[src/rtl/timer_apb_pkg.sv]
// Shared types and constants for the timer APB command master.
// The optional ACCESS timeout is built only when APB_TIMEOUT_EN is defined.
package timer_apb_pkg;

    typedef enum logic [1:0] {
        ST_IDLE   = 2'd0,
        ST_SETUP  = 2'd1,
        ST_ACCESS = 2'd2,
        ST_RESP   = 2'd3
    } apb_state_e;

    localparam int DEF_ADDR_W      = 12;
    localparam int DEF_DATA_W      = 32;
    localparam int DEF_TIMEOUT_CYC = 16;

    // Timer register map
    localparam logic [11:0] ADDR_TCR   = 12'h000;
    localparam logic [11:0] ADDR_TDR0  = 12'h004;
    localparam logic [11:0] ADDR_TDR1  = 12'h008;
    localparam logic [11:0] ADDR_TCMP0 = 12'h00C;
    localparam logic [11:0] ADDR_TCMP1 = 12'h010;
    localparam logic [11:0] ADDR_TIER  = 12'h014;
    localparam logic [11:0] ADDR_TISR  = 12'h018;
    localparam logic [11:0] ADDR_THCSR = 12'h01C;

endpackage

[src/rtl/timer_apb_master_if.sv]
// Command/response channel plus the tim_p* APB bus of the timer master.
interface timer_apb_master_if
    import timer_apb_pkg::*;
#(
    parameter int ADDR_W = DEF_ADDR_W,
    parameter int DATA_W = DEF_DATA_W
);
    logic                  cmd_valid;
    logic                  cmd_ready;
    logic                  cmd_write;
    logic [ADDR_W-1:0]     cmd_addr;
    logic [DATA_W-1:0]     cmd_wdata;
    logic [DATA_W/8-1:0]   cmd_strb;
    logic                  rsp_valid;
    logic                  rsp_ready;
    logic [DATA_W-1:0]     rsp_rdata;
    logic                  rsp_err;
    logic                  rsp_timeout;
    logic                  tim_psel;
    logic                  tim_penable;
    logic                  tim_pwrite;
    logic [ADDR_W-1:0]     tim_paddr;
    logic [DATA_W-1:0]     tim_pwdata;
    logic [DATA_W/8-1:0]   tim_pstrb;
    logic [DATA_W-1:0]     tim_prdata;
    logic                  tim_pready;
    logic                  tim_pslverr;

    modport master (
        input  cmd_valid, cmd_write, cmd_addr, cmd_wdata, cmd_strb, rsp_ready,
        input  tim_prdata, tim_pready, tim_pslverr,
        output cmd_ready, rsp_valid, rsp_rdata, rsp_err, rsp_timeout,
        output tim_psel, tim_penable, tim_pwrite, tim_paddr, tim_pwdata, tim_pstrb
    );

    modport slave (
        output cmd_valid, cmd_write, cmd_addr, cmd_wdata, cmd_strb, rsp_ready,
        output tim_prdata, tim_pready, tim_pslverr,
        input  cmd_ready, rsp_valid, rsp_rdata, rsp_err, rsp_timeout,
        input  tim_psel, tim_penable, tim_pwrite, tim_paddr, tim_pwdata, tim_pstrb
    );

endinterface

[src/rtl/apb_timeout_cnt.sv]
// ACCESS-phase watchdog: counts stalled ACCESS cycles and flags the last allowed one.
// Present only when APB_TIMEOUT_EN is defined.
`ifdef APB_TIMEOUT_EN
module apb_timeout_cnt #(
    parameter int TIMEOUT_CYC = 16
) (
    input  logic clk,
    input  logic rst,
    input  logic clear,
    input  logic enable,
    output logic expire
);
    localparam int CNT_W = (TIMEOUT_CYC > 2) ? $clog2(TIMEOUT_CYC) : 1;

    logic [CNT_W-1:0] cnt_r;

    // Expire on the TIMEOUT_CYC-th stalled cycle so the abort lands at its end
    assign expire = enable && (cnt_r == CNT_W'(TIMEOUT_CYC - 1));

    // Stall counter: cleared at SETUP, advanced while ACCESS waits for pready
    always_ff @(posedge clk or posedge rst) begin
        if (rst) begin
            cnt_r <= {CNT_W{1'b0}};
        end else if (clear) begin
            cnt_r <= {CNT_W{1'b0}};
        end else if (enable) begin
            cnt_r <= cnt_r + {{(CNT_W-1){1'b0}}, 1'b1};
        end else begin
            cnt_r <= cnt_r;
        end
    end
endmodule
`endif

[src/rtl/timer_apb_master.sv]
// Command-to-APB master for timer_top: one valid/ready command becomes one
// SETUP/ACCESS transfer; the result is returned on a valid/ready response channel.
// Optional feature: define APB_TIMEOUT_EN to abort ACCESS after TIMEOUT_CYC stalled cycles.
module timer_apb_master
    import timer_apb_pkg::*;
#(
    parameter int ADDR_W = DEF_ADDR_W,
    parameter int DATA_W = DEF_DATA_W
`ifdef APB_TIMEOUT_EN
    ,
    parameter int TIMEOUT_CYC = DEF_TIMEOUT_CYC
`endif
) (
    input  logic                sys_clk,
    input  logic                sys_rst,
    timer_apb_master_if.master  bus
);
    localparam int STRB_W = DATA_W / 8;

    apb_state_e         state_r;
    logic               cmd_ready_r;
    logic               psel_r;
    logic               penable_r;
    logic               pwrite_r;
    logic [ADDR_W-1:0]  paddr_r;
    logic [DATA_W-1:0]  pwdata_r;
    logic [STRB_W-1:0]  pstrb_r;
    logic               rsp_valid_r;
    logic [DATA_W-1:0]  rsp_rdata_r;
    logic               rsp_err_r;

`ifdef APB_TIMEOUT_EN
    logic               rsp_timeout_r;
    logic               expire_s;

    apb_timeout_cnt #(.TIMEOUT_CYC(TIMEOUT_CYC)) u_timeout (
        .clk    (sys_clk),
        .rst    (sys_rst),
        .clear  (state_r == ST_SETUP),
        .enable ((state_r == ST_ACCESS) && !bus.tim_pready),
        .expire (expire_s)
    );

    assign bus.rsp_timeout = rsp_timeout_r;
`else
    assign bus.rsp_timeout = 1'b0;
`endif

    assign bus.cmd_ready   = cmd_ready_r;
    assign bus.tim_psel    = psel_r;
    assign bus.tim_penable = penable_r;
    assign bus.tim_pwrite  = pwrite_r;
    assign bus.tim_paddr   = paddr_r;
    assign bus.tim_pwdata  = pwdata_r;
    assign bus.tim_pstrb   = pstrb_r;
    assign bus.rsp_valid   = rsp_valid_r;
    assign bus.rsp_rdata   = rsp_rdata_r;
    assign bus.rsp_err     = rsp_err_r;

    // Transfer FSM with all bus and response outputs registered
    always_ff @(posedge sys_clk or posedge sys_rst) begin
        if (sys_rst) begin
            state_r       <= ST_IDLE;
            cmd_ready_r   <= 1'b0;
            psel_r        <= 1'b0;
            penable_r     <= 1'b0;
            pwrite_r      <= 1'b0;
            paddr_r       <= {ADDR_W{1'b0}};
            pwdata_r      <= {DATA_W{1'b0}};
            pstrb_r       <= {STRB_W{1'b0}};
            rsp_valid_r   <= 1'b0;
            rsp_rdata_r   <= {DATA_W{1'b0}};
            rsp_err_r     <= 1'b0;
`ifdef APB_TIMEOUT_EN
            rsp_timeout_r <= 1'b0;
`endif
        end else begin
            case (state_r)
                ST_IDLE: begin
                    if (bus.cmd_valid && cmd_ready_r) begin
                        // Reads drive zero data and strobes onto the bus
                        state_r     <= ST_SETUP;
                        cmd_ready_r <= 1'b0;
                        psel_r      <= 1'b1;
                        pwrite_r    <= bus.cmd_write;
                        paddr_r     <= bus.cmd_addr;
                        pwdata_r    <= bus.cmd_write ? bus.cmd_wdata : {DATA_W{1'b0}};
                        pstrb_r     <= bus.cmd_write ? bus.cmd_strb  : {STRB_W{1'b0}};
                    end else begin
                        cmd_ready_r <= 1'b1;
                    end
                end
                ST_SETUP: begin
                    state_r   <= ST_ACCESS;
                    penable_r <= 1'b1;
                end
                ST_ACCESS: begin
                    if (bus.tim_pready) begin
                        state_r     <= ST_RESP;
                        psel_r      <= 1'b0;
                        penable_r   <= 1'b0;
                        pwrite_r    <= 1'b0;
                        paddr_r     <= {ADDR_W{1'b0}};
                        pwdata_r    <= {DATA_W{1'b0}};
                        pstrb_r     <= {STRB_W{1'b0}};
                        rsp_valid_r <= 1'b1;
                        rsp_rdata_r <= pwrite_r ? {DATA_W{1'b0}} : bus.tim_prdata;
                        rsp_err_r   <= bus.tim_pslverr;
`ifdef APB_TIMEOUT_EN
                    end else if (expire_s) begin
                        // Slave never answered: drop the bus and report a timeout
                        state_r       <= ST_RESP;
                        psel_r        <= 1'b0;
                        penable_r     <= 1'b0;
                        pwrite_r      <= 1'b0;
                        paddr_r       <= {ADDR_W{1'b0}};
                        pwdata_r      <= {DATA_W{1'b0}};
                        pstrb_r       <= {STRB_W{1'b0}};
                        rsp_valid_r   <= 1'b1;
                        rsp_rdata_r   <= {DATA_W{1'b0}};
                        rsp_err_r     <= 1'b1;
                        rsp_timeout_r <= 1'b1;
`endif
                    end else begin
                        state_r <= ST_ACCESS;
                    end
                end
                ST_RESP: begin
                    if (bus.rsp_ready) begin
                        state_r       <= ST_IDLE;
                        cmd_ready_r   <= 1'b1;
                        rsp_valid_r   <= 1'b0;
                        rsp_rdata_r   <= {DATA_W{1'b0}};
                        rsp_err_r     <= 1'b0;
`ifdef APB_TIMEOUT_EN
                        rsp_timeout_r <= 1'b0;
`endif
                    end else begin
                        state_r <= ST_RESP;
                    end
                end
                default: begin
                    state_r     <= ST_IDLE;
                    cmd_ready_r <= 1'b0;
                    psel_r      <= 1'b0;
                    penable_r   <= 1'b0;
                    rsp_valid_r <= 1'b0;
                end
            endcase
        end
    end

endmodule
[src/flat_wrapper.sv]
// flat-port wrapper written by rule: the top's interface ports become plain ports
module timer_apb_master_flat import timer_apb_pkg::*;
#(
    parameter int ADDR_W = DEF_ADDR_W,
    parameter int DATA_W = DEF_DATA_W

)
  (sys_clk, sys_rst, bus_cmd_valid, bus_cmd_write, bus_cmd_addr, bus_cmd_wdata, bus_cmd_strb, bus_rsp_ready, bus_tim_prdata, bus_tim_pready, bus_tim_pslverr, bus_cmd_ready, bus_rsp_valid, bus_rsp_rdata, bus_rsp_err, bus_rsp_timeout, bus_tim_psel, bus_tim_penable, bus_tim_pwrite, bus_tim_paddr, bus_tim_pwdata, bus_tim_pstrb);
  timer_apb_master_if #(.ADDR_W(ADDR_W), .DATA_W(DATA_W)) bus_i ();
  input  logic sys_clk;
  input  logic sys_rst;
  input wire logic [$bits(bus_i.cmd_valid)-1:0] bus_cmd_valid;
  input wire logic [$bits(bus_i.cmd_write)-1:0] bus_cmd_write;
  input wire logic [$bits(bus_i.cmd_addr)-1:0] bus_cmd_addr;
  input wire logic [$bits(bus_i.cmd_wdata)-1:0] bus_cmd_wdata;
  input wire logic [$bits(bus_i.cmd_strb)-1:0] bus_cmd_strb;
  input wire logic [$bits(bus_i.rsp_ready)-1:0] bus_rsp_ready;
  input wire logic [$bits(bus_i.tim_prdata)-1:0] bus_tim_prdata;
  input wire logic [$bits(bus_i.tim_pready)-1:0] bus_tim_pready;
  input wire logic [$bits(bus_i.tim_pslverr)-1:0] bus_tim_pslverr;
  output wire logic [$bits(bus_i.cmd_ready)-1:0] bus_cmd_ready;
  output wire logic [$bits(bus_i.rsp_valid)-1:0] bus_rsp_valid;
  output wire logic [$bits(bus_i.rsp_rdata)-1:0] bus_rsp_rdata;
  output wire logic [$bits(bus_i.rsp_err)-1:0] bus_rsp_err;
  output wire logic [$bits(bus_i.rsp_timeout)-1:0] bus_rsp_timeout;
  output wire logic [$bits(bus_i.tim_psel)-1:0] bus_tim_psel;
  output wire logic [$bits(bus_i.tim_penable)-1:0] bus_tim_penable;
  output wire logic [$bits(bus_i.tim_pwrite)-1:0] bus_tim_pwrite;
  output wire logic [$bits(bus_i.tim_paddr)-1:0] bus_tim_paddr;
  output wire logic [$bits(bus_i.tim_pwdata)-1:0] bus_tim_pwdata;
  output wire logic [$bits(bus_i.tim_pstrb)-1:0] bus_tim_pstrb;
  assign bus_i.cmd_valid = bus_cmd_valid;
  assign bus_i.cmd_write = bus_cmd_write;
  assign bus_i.cmd_addr = bus_cmd_addr;
  assign bus_i.cmd_wdata = bus_cmd_wdata;
  assign bus_i.cmd_strb = bus_cmd_strb;
  assign bus_i.rsp_ready = bus_rsp_ready;
  assign bus_i.tim_prdata = bus_tim_prdata;
  assign bus_i.tim_pready = bus_tim_pready;
  assign bus_i.tim_pslverr = bus_tim_pslverr;
  assign bus_cmd_ready = bus_i.cmd_ready;
  assign bus_rsp_valid = bus_i.rsp_valid;
  assign bus_rsp_rdata = bus_i.rsp_rdata;
  assign bus_rsp_err = bus_i.rsp_err;
  assign bus_rsp_timeout = bus_i.rsp_timeout;
  assign bus_tim_psel = bus_i.tim_psel;
  assign bus_tim_penable = bus_i.tim_penable;
  assign bus_tim_pwrite = bus_i.tim_pwrite;
  assign bus_tim_paddr = bus_i.tim_paddr;
  assign bus_tim_pwdata = bus_i.tim_pwdata;
  assign bus_tim_pstrb = bus_i.tim_pstrb;
  timer_apb_master #(.ADDR_W(ADDR_W), .DATA_W(DATA_W)) u_core (.sys_clk(sys_clk), .sys_rst(sys_rst), .bus(bus_i));
endmodule
[config.mk]
export PLATFORM = sky130hd
export DESIGN_NAME = timer_apb_master_flat
export DESIGN_NICKNAME = d
export VERILOG_FILES = /design/src/rtl/timer_apb_pkg.sv /design/src/rtl/timer_apb_master_if.sv /design/src/rtl/apb_timeout_cnt.sv /design/src/rtl/timer_apb_master.sv /design/src/flat_wrapper.sv
export SDC_FILE = /design/constraint.sdc
export NUM_CORES = 1
export LEC_CHECK = 0
export BUFFER_PORTS_ARGS = -buffer_cell sky130_fd_sc_hd__buf_2
export CORE_ASPECT_RATIO = 1.4
export CORE_MARGIN = 3
export CORE_UTILIZATION = 30
export CTS_CLUSTER_SIZE = 16
export DETAILED_ROUTE_END_ITERATION = 7
export PLACE_DENSITY_LB_ADDON = 0.05
export SKIP_CTS_REPAIR_TIMING = 1
export SLEW_MARGIN = 15
export SYNTH_ARGS = -nofsm -noshare
export SYNTH_HDL_FRONTEND = slang
export SYNTH_SLANG_ARGS = --single-unit
[constraint.sdc]
create_clock -name sys_clk -period 2.8 [get_ports sys_clk]
set_clock_uncertainty 0.1 [all_clocks]
set_input_delay 0.56 -clock sys_clk [delete_from_list [all_inputs] [get_ports sys_clk]]
set_output_delay 0.56 -clock sys_clk [all_outputs]
set_load 0.01 [all_outputs]
==> out/metrics.cfg <==
[placement]
place_congestion = 0.685
hpwl_um = 6520
placed_area_um2 = 4390
post-place-ws_ns = 0.780
dp.cells = 544
io_buffers = 172

[worst_setup_path]
crit_required_ns = 2.97
critPathLaunchType = register
endpoint_kind = register
critPathKind = register to register
cp_max_fo = 32
critPathArrivalTime_ns = 2.19

[pwr]
p_int_mw = 3.29
p_clk_share_pct = 22.1
switching_share_pct = 35.6
ir_drop_mv = 0.431
p_switching_mw = 1.82
pwr-share-comb_pct = 38.0
leakagePower_nw = 2.57
p_per_area_nw_per_um2 = 1100
seqPwrFrac_pct = 39.9
totalPowerFinal_mw = 5.12

[synth]
synth.most_common_cell = dfrtp_1
ys_seq_area_share_pct = 65.0
async_flop_share_pct = 100
synthTopCellsByArea = dfrtp_1, a22o_1, a21bo_2, nand4_1, buf_2
netlist_instances = 247
syn_nets = 334
syn_area_um2 = 3390
synth.distinct_cells = 25
synthFlopType = dfrtp_1
synth-seq-cells = 88
synth_common_cells = dfrtp_1, a22o_1, a21bo_2, nand4_1, buf_2
yosys_warnings = 0
yosysTopAreaCellShare_pct = 65.0
synth_edf_count = 0
synth_top_area_cell = dfrtp_1
syn_area_per_cell_um2 = 13.7

[global_routing]
grtUsageTotal_pct = 15.0
grt_max_degree = 48
grt_pass1_vias = 2729
antenna_found_initial = 2
gr-total-overflow = 0
grt_pass1_wl_um = 14600

[drt]
drt_iter0_markers = 94
routed_wl_um = 9300
drt_drc_violations_left = 0
vias_per_cell = 4.81
via_count = 2699
firstDrtPassIters = 4
ant_nets = 0
wl_per_cell_um = 16.6

[sta]
worst_pin_slew_ns = 0.663
hold_viol = 0
holdWs_ns = 0.217
slew_violations = 0
fin_tns_setup_ns = 0
setup_viol = 0
fin_crit_ns = 2.02
timing.slew.headroom_pct = 55.7
fin_crit_sh_pct = 72.3
layout_setup_ws_ns = 0.776
fmax_mhz = 494
grt_setup_unrepaired = false

[clocking]
cts.sink_count = 88
cts_tree = done
root_buffer = clkbuf_16
insertion_delay_ns = 0.33
cts_inserted_buffers = 9
cts.htree.levels = 3
clockBufferDepth = 2
path_clk_slew_ns = 0.06

[cells_and_area]
final_nets = 501
multi_input_area_um2 = 1060
register_area_um2 = 2200
drive_gt1_share_pct = 53.5
design_area_um2 = 4670
area_delta_synth_final_pct = 38.1
n_fill_cell = 1103
instances_no_fill = 561
final_core_util_pct = 42.8

[min_path]
hold_path_class = primary input to async pin

[floorplanning]
die_h_um = 132
io_pins = 174
die_w_um = 95.8
rows = 45
initial_core_util_pct = 31.0
dieArea_um2 = 12600
core_um2 = 10900

[flow_run]
cap_violations = 0

[run_status]
outcome = finished, final reports clean

## layout make-up
type | instances | share of cell area, %
Antenna cell | 1 | 0.0535
Clock buffer | 10 | 5.11
Clock inverter | 6 | 0.910
Inverter | 3 | 0.321
Multi-Input combinational cell | 131 | 22.6
Sequential cell | 88 | 47.1
Tap cell | 141 | 3.77
Timing Repair Buffer | 181 | 20.1
## registers in the layout, summed over array words and instances, names as in the netlist, 2 cells and up
| register | flops |
|---|---|
| u_core.bus.tim_paddr | 12 |
| u_core.state_r | 2 |
| u_core.bus.rsp_rdata | 32 |
| u_core.bus.tim_pwdata | 32 |
| u_core.bus.tim_pstrb | 4 |
## worst paths after layout
path                                                from                        end  slack (ns)  depth (start not counted)
worst max register to register         u_core.state_r[0]   u_core.bus.rsp_rdata[25]        0.78                          4
min in group sys_clk                     bus_cmd_strb[3]    u_core.bus.tim_pstrb[3]        0.34                          2
worst max-delay path                   u_core.state_r[0]   u_core.bus.rsp_rdata[25]        0.78                          4
worst min register to register  u_core.bus.rsp_rdata[11]   u_core.bus.rsp_rdata[11]        0.38                          1
worst min-delay path                             sys_rst  u_core.bus.tim_pwdata[27]        0.22                          2
max in group asynchronous                        sys_rst    u_core.bus.rsp_rdata[1]        1.71                          3
## layer usage
metal | share of wire [%] | vias up | GRT usage (%) | wire (µm)
li1 | - | 1264 | - | -
met1 | 42 | 1308 | 19.3 | 3890
met2 | 47 | 113 | 23.4 | 4410
met3 | 9.1 | 12 | 4.70 | 844
met4 | 1.6 | 2 | 5.70 | 147
met5 | 0.075 | - | 0 | 7
## layout by cell type (no fill, tap or decap)
master / n
conb_1: 1
a21bo_2: 21
diode_2: 1
a21oi_2: 1
buf_4: 8
nor3_1: 2
nand4_1: 21
nand2b_1: 1
o21ai_0: 5
clkinvlp_4: 3
clkinv_2: 2
dfrtp_1: 88
buf_12: 1
a31oi_4: 1
a21oi_1: 3
a22o_1: 59
nand2_1: 5
buf_2: 172
and3_1: 2
o2bb2ai_1: 1
a21o_1: 1
inv_1: 2
and2_4: 1
clkbuf_16: 9
inv_6: 2
nor2_1: 4
clkbuf_8: 1
mux2_2: 1
nor4bb_4: 1
## logic make-up after synthesis
family                 Yosys count  synth area share [%]
and+or+nand+nor                 37                  6.28
DFF                             88                  65.0
other                            1                 0.111
buffers and inverters           28                  4.77
muxes                            1                 0.333
AOI/OAI and AO/OA               92                  23.5
## critical path, stage by stage (launching register included)
cell	delay (ns)
dfrtp_1	0.62
mux2_2	0.56
nand2_1	0.13
buf_4	0.32
a22o_1	0.21
## power groups by stage
stage / clock network, mW / logic [mW] / registers, mW
after CTS: 1.17 / 1.99 / 2.05
after global placement: 0 / 1.98 / 2.06
final: 1.13 / 1.94 / 2.04
after global routing: 1.24 / 2.12 / 2.12
after floorplan: 0 / 0.956 / 2.26
after detailed placement: 0 / 1.98 / 2.07
No activity file was read; power rests on OpenSTA's default activity.
